### config.mk
export PLATFORM = sky130hd
export DESIGN_NAME = argmax_window_p
export DESIGN_NICKNAME = d
export VERILOG_FILES = /design/src/rtl/argmax_window_p.sv
export SDC_FILE = /design/constraint.sdc
export NUM_CORES = 1
export LEC_CHECK = 0
export ABC_AREA = 0
export BUFFER_PORTS_ARGS = -buffer_cell sky130_fd_sc_hd__buf_2
export CORE_MARGIN = 5
export CORE_UTILIZATION = 51
export DETAILED_ROUTE_END_ITERATION = 6
export PLACE_DENSITY = 0.71
export SLEW_MARGIN = 10
export SYNTH_ARGS = -nofsm -noshare
export SYNTH_HDL_FRONTEND = slang
export SYNTH_SLANG_ARGS = --single-unit
export TNS_END_PERCENT = 10
### constraint.sdc
create_clock -name clk -period 2.9 [get_ports clk]
set_input_delay 0.145 -clock clk [delete_from_list [all_inputs] [get_ports clk]]
set_output_delay 0.145 -clock clk [all_outputs]
set_load 0.005 [all_outputs]
### src/rtl/argmax_window_p.sv
// Block-wise argmax/argmin over N=2**IDX_W samples after a warm-up discard.
// Reports the winning position and value through a valid/ready output with a sticky overrun flag.
module argmax_window_p #(
    parameter int DATA_W     = 16,
    parameter int IDX_W      = 8,
    parameter int WARMUP     = 272,
    parameter int TIE_LATEST = 1
) (
    input  logic                     clk,
    input  logic                     rst,
    input  logic                     clear,
    input  logic                     in_valid,
    input  logic signed [DATA_W-1:0] in_data,
    input  logic                     mode_min,
    input  logic                     out_ready,
    output logic                     out_valid,
    output logic [IDX_W-1:0]         out_idx,
    output logic signed [DATA_W-1:0] out_val,
    output logic                     out_overrun,
    output logic                     warm_done
);

    localparam logic [IDX_W-1:0] POS_LAST  = '1;
    localparam logic [15:0]      WARM_LAST = 16'(WARMUP - 1);
    localparam logic             WARM_INIT = (WARMUP == 0);

    logic [15:0]              warm_cnt_p0;
    logic [IDX_W-1:0]         pos_p0;
    logic signed [DATA_W-1:0] best_val_p0;
    logic [IDX_W-1:0]         best_idx_p0;
    logic                     mode_p0;

    logic                     take;
    logic                     res_vld;
    logic signed [DATA_W-1:0] win_val;
    logic [IDX_W-1:0]         win_idx;

    function automatic logic replaces(input logic signed [DATA_W-1:0] cand,
                                      input logic signed [DATA_W-1:0] best,
                                      input logic                     min_mode);
        if (cand == best)
            return (TIE_LATEST != 0);
        return min_mode ? (cand < best) : (cand > best);
    endfunction

    // Stage 0: fold the incoming sample into the running best of this window
    always_comb begin
        take    = in_valid && warm_done;
        win_val = best_val_p0;
        win_idx = best_idx_p0;
        if (pos_p0 == '0) begin
            win_val = in_data;
            win_idx = '0;
        end else if (replaces(in_data, best_val_p0, mode_p0)) begin
            win_val = in_data;
            win_idx = pos_p0;
        end
        res_vld = take && (pos_p0 == POS_LAST);
    end

    always_ff @(posedge clk) begin
        if (take) begin
            best_val_p0 <= win_val;
            best_idx_p0 <= win_idx;
            if (pos_p0 == '0)
                mode_p0 <= mode_min;
        end
    end

    always_ff @(posedge clk or posedge rst) begin
        if (rst) begin
            warm_cnt_p0 <= '0;
            warm_done   <= WARM_INIT;
            pos_p0      <= '0;
            out_valid   <= 1'b0;
            out_idx     <= '0;
            out_val     <= '0;
            out_overrun <= 1'b0;
        end else if (clear) begin
            warm_cnt_p0 <= '0;
            warm_done   <= WARM_INIT;
            pos_p0      <= '0;
            out_valid   <= 1'b0;
            out_idx     <= '0;
            out_val     <= '0;
            out_overrun <= 1'b0;
        end else begin
            if (in_valid && !warm_done) begin
                warm_cnt_p0 <= warm_cnt_p0 + 16'd1;
                if (warm_cnt_p0 == WARM_LAST)
                    warm_done <= 1'b1;
            end
            if (take)
                pos_p0 <= pos_p0 + 1'b1;

            // Stage 1: output register; a free slot or a simultaneous transfer accepts the result
            if (res_vld && (!out_valid || out_ready)) begin
                out_valid <= 1'b1;
                out_idx   <= win_idx;
                out_val   <= win_val;
            end else if (res_vld) begin
                out_overrun <= 1'b1;
            end else if (out_valid && out_ready) begin
                out_valid <= 1'b0;
            end
        end
    end

endmodule
-- Yosys cells after proc, flatten, opt, wreduce, memory -nomap -nowiden
Index checks and enable logic that the tools add are counted.
- bits of input ports: 22
- output and inout bits: 27
- flip-flop bits (word level): 76
- equal/unequal tests: 5
- muxes and demuxes: 28
- $lt $le $gt $ge: 2
- reduce and logical (&&, ||, !) cells: 19
- add/sub/neg operators: 2
- operators by type and width (kind ; count):
    16-bit 2-to-1 mux ; 6
    8-bit 2-to-1 mux ; 6
    16-bit by 1-bit adder with 16-bit output (second input constant) ; 1
    16-bit equality test ; 1
    16-bit by 9-bit equality test with 1-bit output (second input constant) ; 1
    16-bit > comparator ; 1
    16-bit less-than comparator ; 1
    1-bit 2-to-1 mux ; 16
    2-bit nonzero test ; 5
    8-bit by 1-bit adder with 8-bit output (second input constant) ; 1
    8-bit equality test (second input constant) ; 1
    8-bit logical NOT ; 1
    2-bit AND reduction ; 4
    1-bit logical AND ; 5
    3-bit by 2-bit != test with 1-bit output (second input constant) ; 1
    3-bit nonzero test ; 1
    1-bit logical NOT ; 2
    2-bit != test (second input constant) ; 1
    1-bit logical OR ; 1

-- Logic depth before layout (Yosys ltp)
Gate-level depths: netlist of the first run.
- depth after elaboration: 9
- depth in mapped cells: 9
- depth with buffers taken out: 8

-- Worst setup path before layout of the first run
OpenSTA, ideal clock, no wires.
- kind: register to register
- from: register best_val_p0[15]
- to: register best_idx_p0[6], data pin
- cell stages (with the launch flop): 10
- arrival time: 2.124 ns
- period minus slack after synthesis: 2.386 ns
- buffers on the path: 1
- required time: 2.639 ns
- setup time: 0.261 ns
- path slack: 0.514 ns
- cell sequence: edfxtp_1 inv_1 ha_1 nand4_2 nor3_1 o21ai_1 a311o_1 clkbuf_1 a21oi_1 nor2_1
- longest elaborated chain between the ends: 7
- elaborated cells between the ends (all ways): 10
- those cells by class: order compare: 2; eq/ne: 1; mux: 7
- RTL lines (element ; line ; RTL):
    start: declaration ; 29 ; logic signed [DATA_W-1:0] best_val_p0;
    start signal: assignment ; 63 ; best_val_p0 <= win_val;
    parallel branches: the longest is 3 deep, another holds 16-bit > comparator ; - ;
    1-bit 2-to-1 mux * ; 43 ; return min_mode ? (cand < best) : (cand > best);
    1-bit 2-to-1 mux * ; 51 ; if (pos_p0 == '0) begin
    8-bit 2-to-1 mux * ; 54 ; end else if (replaces(in_data, best_val_p0, mode_p0)) begin
    8-bit 2-to-1 mux * ; 51 ;
    named net win_idx[6] ; 36 ; logic [IDX_W-1:0] win_idx;
    end signal: assignment ; 64 ; best_idx_p0 <= win_idx;
    end: declaration ; 30 ; logic [IDX_W-1:0] best_idx_p0;
Mark *: on every way through the listed nets, which the timed path passes. The select of a mux whose other input is x is not followed.
A chain may end at the register's enable or synchronous reset.

-- Final worst setup path of the first run
- from: register pos_p0[0]
- to: register best_idx_p0[4], data pin
- longest elaborated chain between the ends: 2
- RTL lines (element ; line ; RTL):
    start: declaration ; 28 ; logic [IDX_W-1:0] pos_p0;
    start signal: assignment ; 94 ; pos_p0 <= pos_p0 + 1'b1;
    8-bit logical NOT ; 51 ;
    8-bit 2-to-1 mux ; 51 ;
    named net win_idx[4] ; 36 ;
The timed path passes the listed nets, and every way through them passes these cells.

==> metrics.cfg, run 1 <==
[cells_and_area]
finalNetCount = 521
seq_area_um2 = 2027
stdcell_count = 590
drive_gt1_frac = 0.1959
fillers = 744
area_growth_syn_to_layout_pct = 15.75
multi_input_area_um2 = 1989
final_area_um2 = 4837
finish.utilization = 0.5977
insertedDiodeCount = 0

[cts]
cts_tree = built
path_clk_slew_ps = 80
clock_latency_ps = 350
htreeDepth = 3
cts.path.max_buffers = 2
clock-sinks = 76
cts_made_buffers = 9
root_buffer = clkbuf_8

[floorplan]
dieWidth_um = 100.5
ios = 49
core_area_um2 = 8093
start_util = 0.5164
die_area_um2 = 10100
num_rows = 33
die_h_um = 100.5

[power_and_ir_drop]
total_leakage_power_nw = 2.155
vdd_drop_max_v = 0.0003564
power_mw = 2.097
p_per_area_nw_per_um2 = 433.5

[timing]
layout_setup_ws_ps = 95.28
finalCritPeriodShare = 0.9671
tns_ps = 0
whs_ps = 100.2
drv_slew = 0
slew_headroom = 0.5090
worstMarginPinSlew_ps = 735.5
final-hold-violation-count = 0
setup-violations-final = 0
max_freq_ghz = 0.3565
period_needed_ps = 2805
fin_skew_ps = 11.60

[global_routing]
grt_pass1_vias = 3238
grt_first_pass_wirelength_um = 16060
antenna_found_initial = 0
overflow = 0
grtUsageTotal = 0.2008
grt_max_degree = 36

[critical_path]
crit_fanout = 13
crit_buf_inv = 4
rrSetupSlack_ps = 100
worstPathCellList = inv_1 > ha_1 > or4b_4 > nor4_4 > buf_4 > buf_4 > nor3_2 > o31a_1 > buf_4 > nor3_1 > nor2_1
worst_path_largest_cell_delay_ps = 480
critPathLaunchType = register
cp_top_family = simple AND/OR/NAND/NOR gates
end_kind = register
critPathKind = reg2reg
worstPathArrival_ps = 2910
cp_common_cell = buf_4
cpMaxStageDelayCell = or4b_4
cp.required_ps = 3010

[placement]
port_buffers = 48
place_hpwl_um = 6531
pre_cts_slack_ps = 105.8
placedCellCount = 564
gp_congestion = 0.8111
placed_cell_area_um2 = 4518

[synth]
ys_async_sr_fraction = 0.6711
synth_warnings = 0
syn_inst = 422
synth.most_common_cell = dfrtp_1
synth.distinct_cells = 48
yosysTopAreaCellShare = 0.3054
synth.area.top_cells = dfrtp_1 (31%), edfxtp_1 (18%), ha_1 (5.7%)
synth_top_area_cell = dfrtp_1
synth_area_um2 = 4179
syn-num-nets = 463
synth_edf_count = 25
synth_area_per_cell_um2 = 9.903
synth.cells.most_frequent = dfrtp_1 (51), nor2_1 (37), nand2_1 (35)
ys.flop_type = dfrtp_1
ys_seq_area_frac = 0.4850
ys_ff_latch = 76

[detailed_routing]
remaining_drc_errors = 0
wl_per_cell_um = 16.40
dr.first_iter.drc_count = 193
vias = 3382
post_drt_via_cell_ratio = 5.732
ant_nets = 0
drtPass1Iterations = 5
drt-total-wl_um = 9677

[status]
outcome = complete, no violations

[min_path]
min_path_type = in2reg

[flow_run]
timing.max_cap.violations = 0

==> timing repair <==
item,4_1_cts,5_1_grt
endpoints found under the hold margin,35,0
buffers inserted,0,8
endpoints found under the setup margin,0,36
resized for setup,0,3
hold buffers,2,0
==> where the power goes <==
part | total (mW) | internal (mW) | switching, mW
registers | 1.11 | 1.11 | 0.00359
logic | 0.118 | 0.0396 | 0.0782
clock network | 0.867 | 0.475 | 0.393
total | 2.10 | 1.62 | 0.475
==> area by class of cell <==
class                      count  share of cell area
clock buffer                  13             0.03518
clock inverter                 3            0.009053
multi-input combinational    305              0.4113
sequential                    76              0.4190
inverter                      22             0.01707
timing repair buffer          66             0.08122
tap                          105             0.02716
==> layout by cell type (no fill, tap or decap), types with 2 or more instances in the layout <==
cell type,count
xnor2_1,8
a21o_1,2
clkbuf_8,10
xor2_1,10
and3_1,2
nor2b_1,4
buf_2,48
o311ai_0,3
o31ai_1,5
dfrtp_1,51
nor3_2,4
edfxtp_1,25
nand2_1,35
nor3_1,20
nand4_1,15
nor4_1,2
o21ai_0,29
nor2_1,37
and2_1,17
ha_1,19
nor4_4,2
or3_1,7
nand2b_1,2
a311o_1,16
nand3_1,21
buf_4,15
clkbuf_1,2
dlygate4sd3_1,2
a21oi_1,24
and4_1,2
inv_1,21
==> per-layer routing <==
layer | GRT usage | share of wire | up-vias
met2 | 0.3221 | 0.48 | 82
met5 | 0 | 0 | -
li1 | - | - | 1654
met4 | 0.08497 | 0.020 | 0
met1 | 0.2683 | 0.46 | 1631
met3 | 0.03668 | 0.045 | 15
==> path summary, 6_finish.rpt <==
path,cells past startpoint,to,startpoint
min in group asynchronous,3,out_val[7]$_DFFE_PP0P_,rst
max,11,best_idx_p0[4]$_DFFE_PP_,pos_p0[0]$_DFFE_PP0P_
max reg2reg,11,best_idx_p0[4]$_DFFE_PP_,pos_p0[0]$_DFFE_PP0P_
min reg2reg,2,out_idx[7]$_DFFE_PP0P_,out_idx[7]$_DFFE_PP0P_
min,4,out_valid$_DFFE_PP0P_,out_ready
max in group asynchronous,4,out_val[0]$_DFFE_PP0P_,rst
==> kinds of logic (layout without fill, tap and decap cells) <==
logic type,count (synthesis),in the layout,share of synthesized area
and+or+nand+nor,180,180,0.2368
AOI/OAI and AO/OA,87,87,0.1380
DFF,76,76,0.4850
buffers and inverters,41,104,0.04311
adders and majority gates,19,19,0.05689
xor gates and xnor gates,18,18,0.03772
muxes,1,1,0.002395
==> tightest hold or removal path: stages <==
cell and delay (ps):
buf_2 70, nor2b_1 70, nor2_1 90, nor2_1 40
==> registers in the layout, summed over array words and instances (netlist names) <==
| name | flops |
|---|---|
| out_valid | 1 |
| out_val | 16 |
| pos_p0 | 8 |
| warm_cnt_p0 | 16 |
| warm_done | 1 |
| mode_p0 | 1 |
| out_idx | 8 |
| best_val_p0 | 16 |
| best_idx_p0 | 8 |
| out_overrun | 1 |
Note: power is estimated with default switching activity, not from simulation.
==> run 2, diff against run 1 <==
CTS_BUF_LIST = sky130_fd_sc_hd__clkbuf_4 sky130_fd_sc_hd__clkbuf_8   (was default)
==> run 2 against run 1 <==
Compared with the run above: sequential cell count unchanged; first-iteration DRC count rose by 1.6%; critical path depth stayed put; combinational power barely moved; setup slack improved by 19 ps; register-to-register slack gained 20 ps; critical endpoint unchanged.
==> metrics.cfg, run 2 (same netlist as run 1, synthesis figures left out) <==
[critical_path]
critPathLaunchType = register
worstPathArrival_ps = 2900
cp.required_ps = 3010
end_kind = register
cpMaxStageDelayCell = dfrtp_1
crit_fanout = 13
worstPathCellList = inv_1 > ha_1 > or4b_4 > nor4_4 > buf_4 > buf_4 > nor3_2 > o31a_1 > buf_4 > nor3_1 > nor2_1
cp_common_cell = buf_4
rr_worst_depth = 11
worst_path_largest_cell_delay_ps = 470
critPathKind = reg2reg

[cells_and_area]
final_cell_mix = dfrtp_1 (51), buf_2 (48), nor2_1 (37)
finish.utilization = 0.5993
mostFrequentLayoutCell = dfrtp_1
stdcell_count = 590
reg_top3 = best_val_p0: 16 flops, out_val: 16 flops, warm_cnt_p0: 16 flops
finalNetCount = 521
insertedDiodeCount = 0
area_growth_syn_to_layout_pct = 16.05
fillers = 739
drive_gt1_frac = 0.2000

[placement]
pre_cts_slack_ps = 105.8
place_hpwl_um = 6531
gp_congestion = 0.8111
placedCellCount = 564
port_buffers = 48

[timing]
final-hold-violation-count = 0
finalCritPeriodShare = 0.9606
slew_headroom = 0.5116
fin_skew_ps = 13.99
period_needed_ps = 2786
max_freq_ghz = 0.3590
setup-violations-final = 0
worstMarginPinSlew_ps = 731.6
layout_setup_ws_ps = 114.2
drv_slew = 0
whs_ps = 97.38

[detailed_routing]
dr.first_iter.drc_count = 196
wl_per_cell_um = 16.44
ant_nets = 0
remaining_drc_errors = 0
vias = 3377
drtPass1Iterations = 4
post_drt_via_cell_ratio = 5.724
drt-total-wl_um = 9701

[global_routing]
grtUsageTotal = 0.2010
grt_first_pass_wirelength_um = 16080
overflow = 0
antenna_found_initial = 0
grt_pass1_vias = 3244
grt_max_degree = 36

[cts]
cts.path.max_buffers = 2
clock-sinks = 76
htreeDepth = 3
path_clk_slew_ps = 80
cts_tree = built
cts_made_buffers = 9
root_buffer = clkbuf_8
clock_latency_ps = 360

[power_and_ir_drop]
clkPwrFrac = 0.429
pwr-share-comb = 0.055
p_per_area_nw_per_um2 = 444.2
p_sw_mw = 0.4785
vdd_drop_max_v = 0.0003570
switching_share = 0.2221
total_leakage_power_nw = 2.163
internal-power_mw = 1.676
p_seq_frac = 0.516

[status]
outcome = complete, no violations

[floorplan]
dieWidth_um = 100.5
ios = 49
die_h_um = 100.5
num_rows = 33
start_util = 0.5164
die_area_um2 = 10100
core_area_um2 = 8093

[flow_run]
timing.max_cap.violations = 0

[min_path]
hold-path-cell-count = 4
min_path_type = in2reg

-- run 2: cell count changes in the layout (fill, tap and decap cells not counted) --
| cell | delta |
|---|---|
| clkbuf_1 | -2 |
| clkbuf_16 | -1 |
| bufinv_16 | +1 |
| clkbuf_4 | +2 |
-- run 2: through the flow --
step	setup TNS, ps	instance area, µm²	total power, mW
6_report	0	4850	2.154
5_1_grt	-41.45	4850	2.230
4_1_cts	0	4765	2.168
3_5_place_dp	0	4518	1.248
3_3_place_gp	0	4518	1.245
2_1_floorplan	0	4179	1.203
-- run 2: power groups by stage --
stage          clock network [mW]  registers (mW)  logic, mW
2_1_floorplan                   0            1.13     0.0694
3_3_place_gp                    0            1.13      0.111
3_5_place_dp                    0            1.13      0.114
4_1_cts                     0.939            1.11      0.117
5_1_grt                     0.985            1.11      0.134
6_report                    0.925            1.11      0.118
-- run 2: what timing repair did --
| item | CTS | global route |
|---|---|---|
| resized for setup | 0 | 3 |
| endpoints found under the hold margin | 35 | 0 |
| endpoints found under the setup margin | 0 | 36 |
| hold buffers | 2 | 0 |
| buffers inserted | 0 | 8 |
-- run 2: area by class of cell --
cell class | instances | area (µm²) | area share
repair buffers | 66 | 392.9 | 0.08101
clock inverters | 4 | 73.82 | 0.01522
inverters | 22 | 82.58 | 0.01703
well taps | 105 | 131.4 | 0.02709
flip-flops and latches | 76 | 2027 | 0.4180
clock buffers | 12 | 152.6 | 0.03148
multi-input cells | 305 | 1989 | 0.4102
-- run 2: critical path, delay by kind of cell, from the launching register on --
| kind | cells | cell delay, ps |
|---|---|---|
| fa+ha+maj | 1 | 140 |
| buf+inv | 4 | 630 |
| flops | 1 | 470 |
| simple gates | 5 | 1090 |
| compound gates | 1 | 210 |
-- run 2: worst paths after layout --
| check | startpoint | end | slack, ps |
|---|---|---|---|
| worst max-delay path | pos_p0[0]$_DFFE_PP0P_ | best_idx_p0[4]$_DFFE_PP_ | 110 |
| worst min-delay path | out_ready | out_valid$_DFFE_PP0P_ | 100 |
| worst max register to register | pos_p0[0]$_DFFE_PP0P_ | best_idx_p0[4]$_DFFE_PP_ | 110 |
| worst min register to register | out_idx[3]$_DFFE_PP0P_ | out_idx[3]$_DFFE_PP0P_ | 480 |
| max in group asynchronous | rst | out_val[0]$_DFFE_PP0P_ | 1730 |
| min in group asynchronous | rst | out_val[7]$_DFFE_PP0P_ | 450 |
-- run 2: layer usage --
metal	routed length, µm	global-route usage
met4	193	0.08601
met3	433	0.03737
met5	0	0
met1	4462	0.2683
met2	4611	0.3216
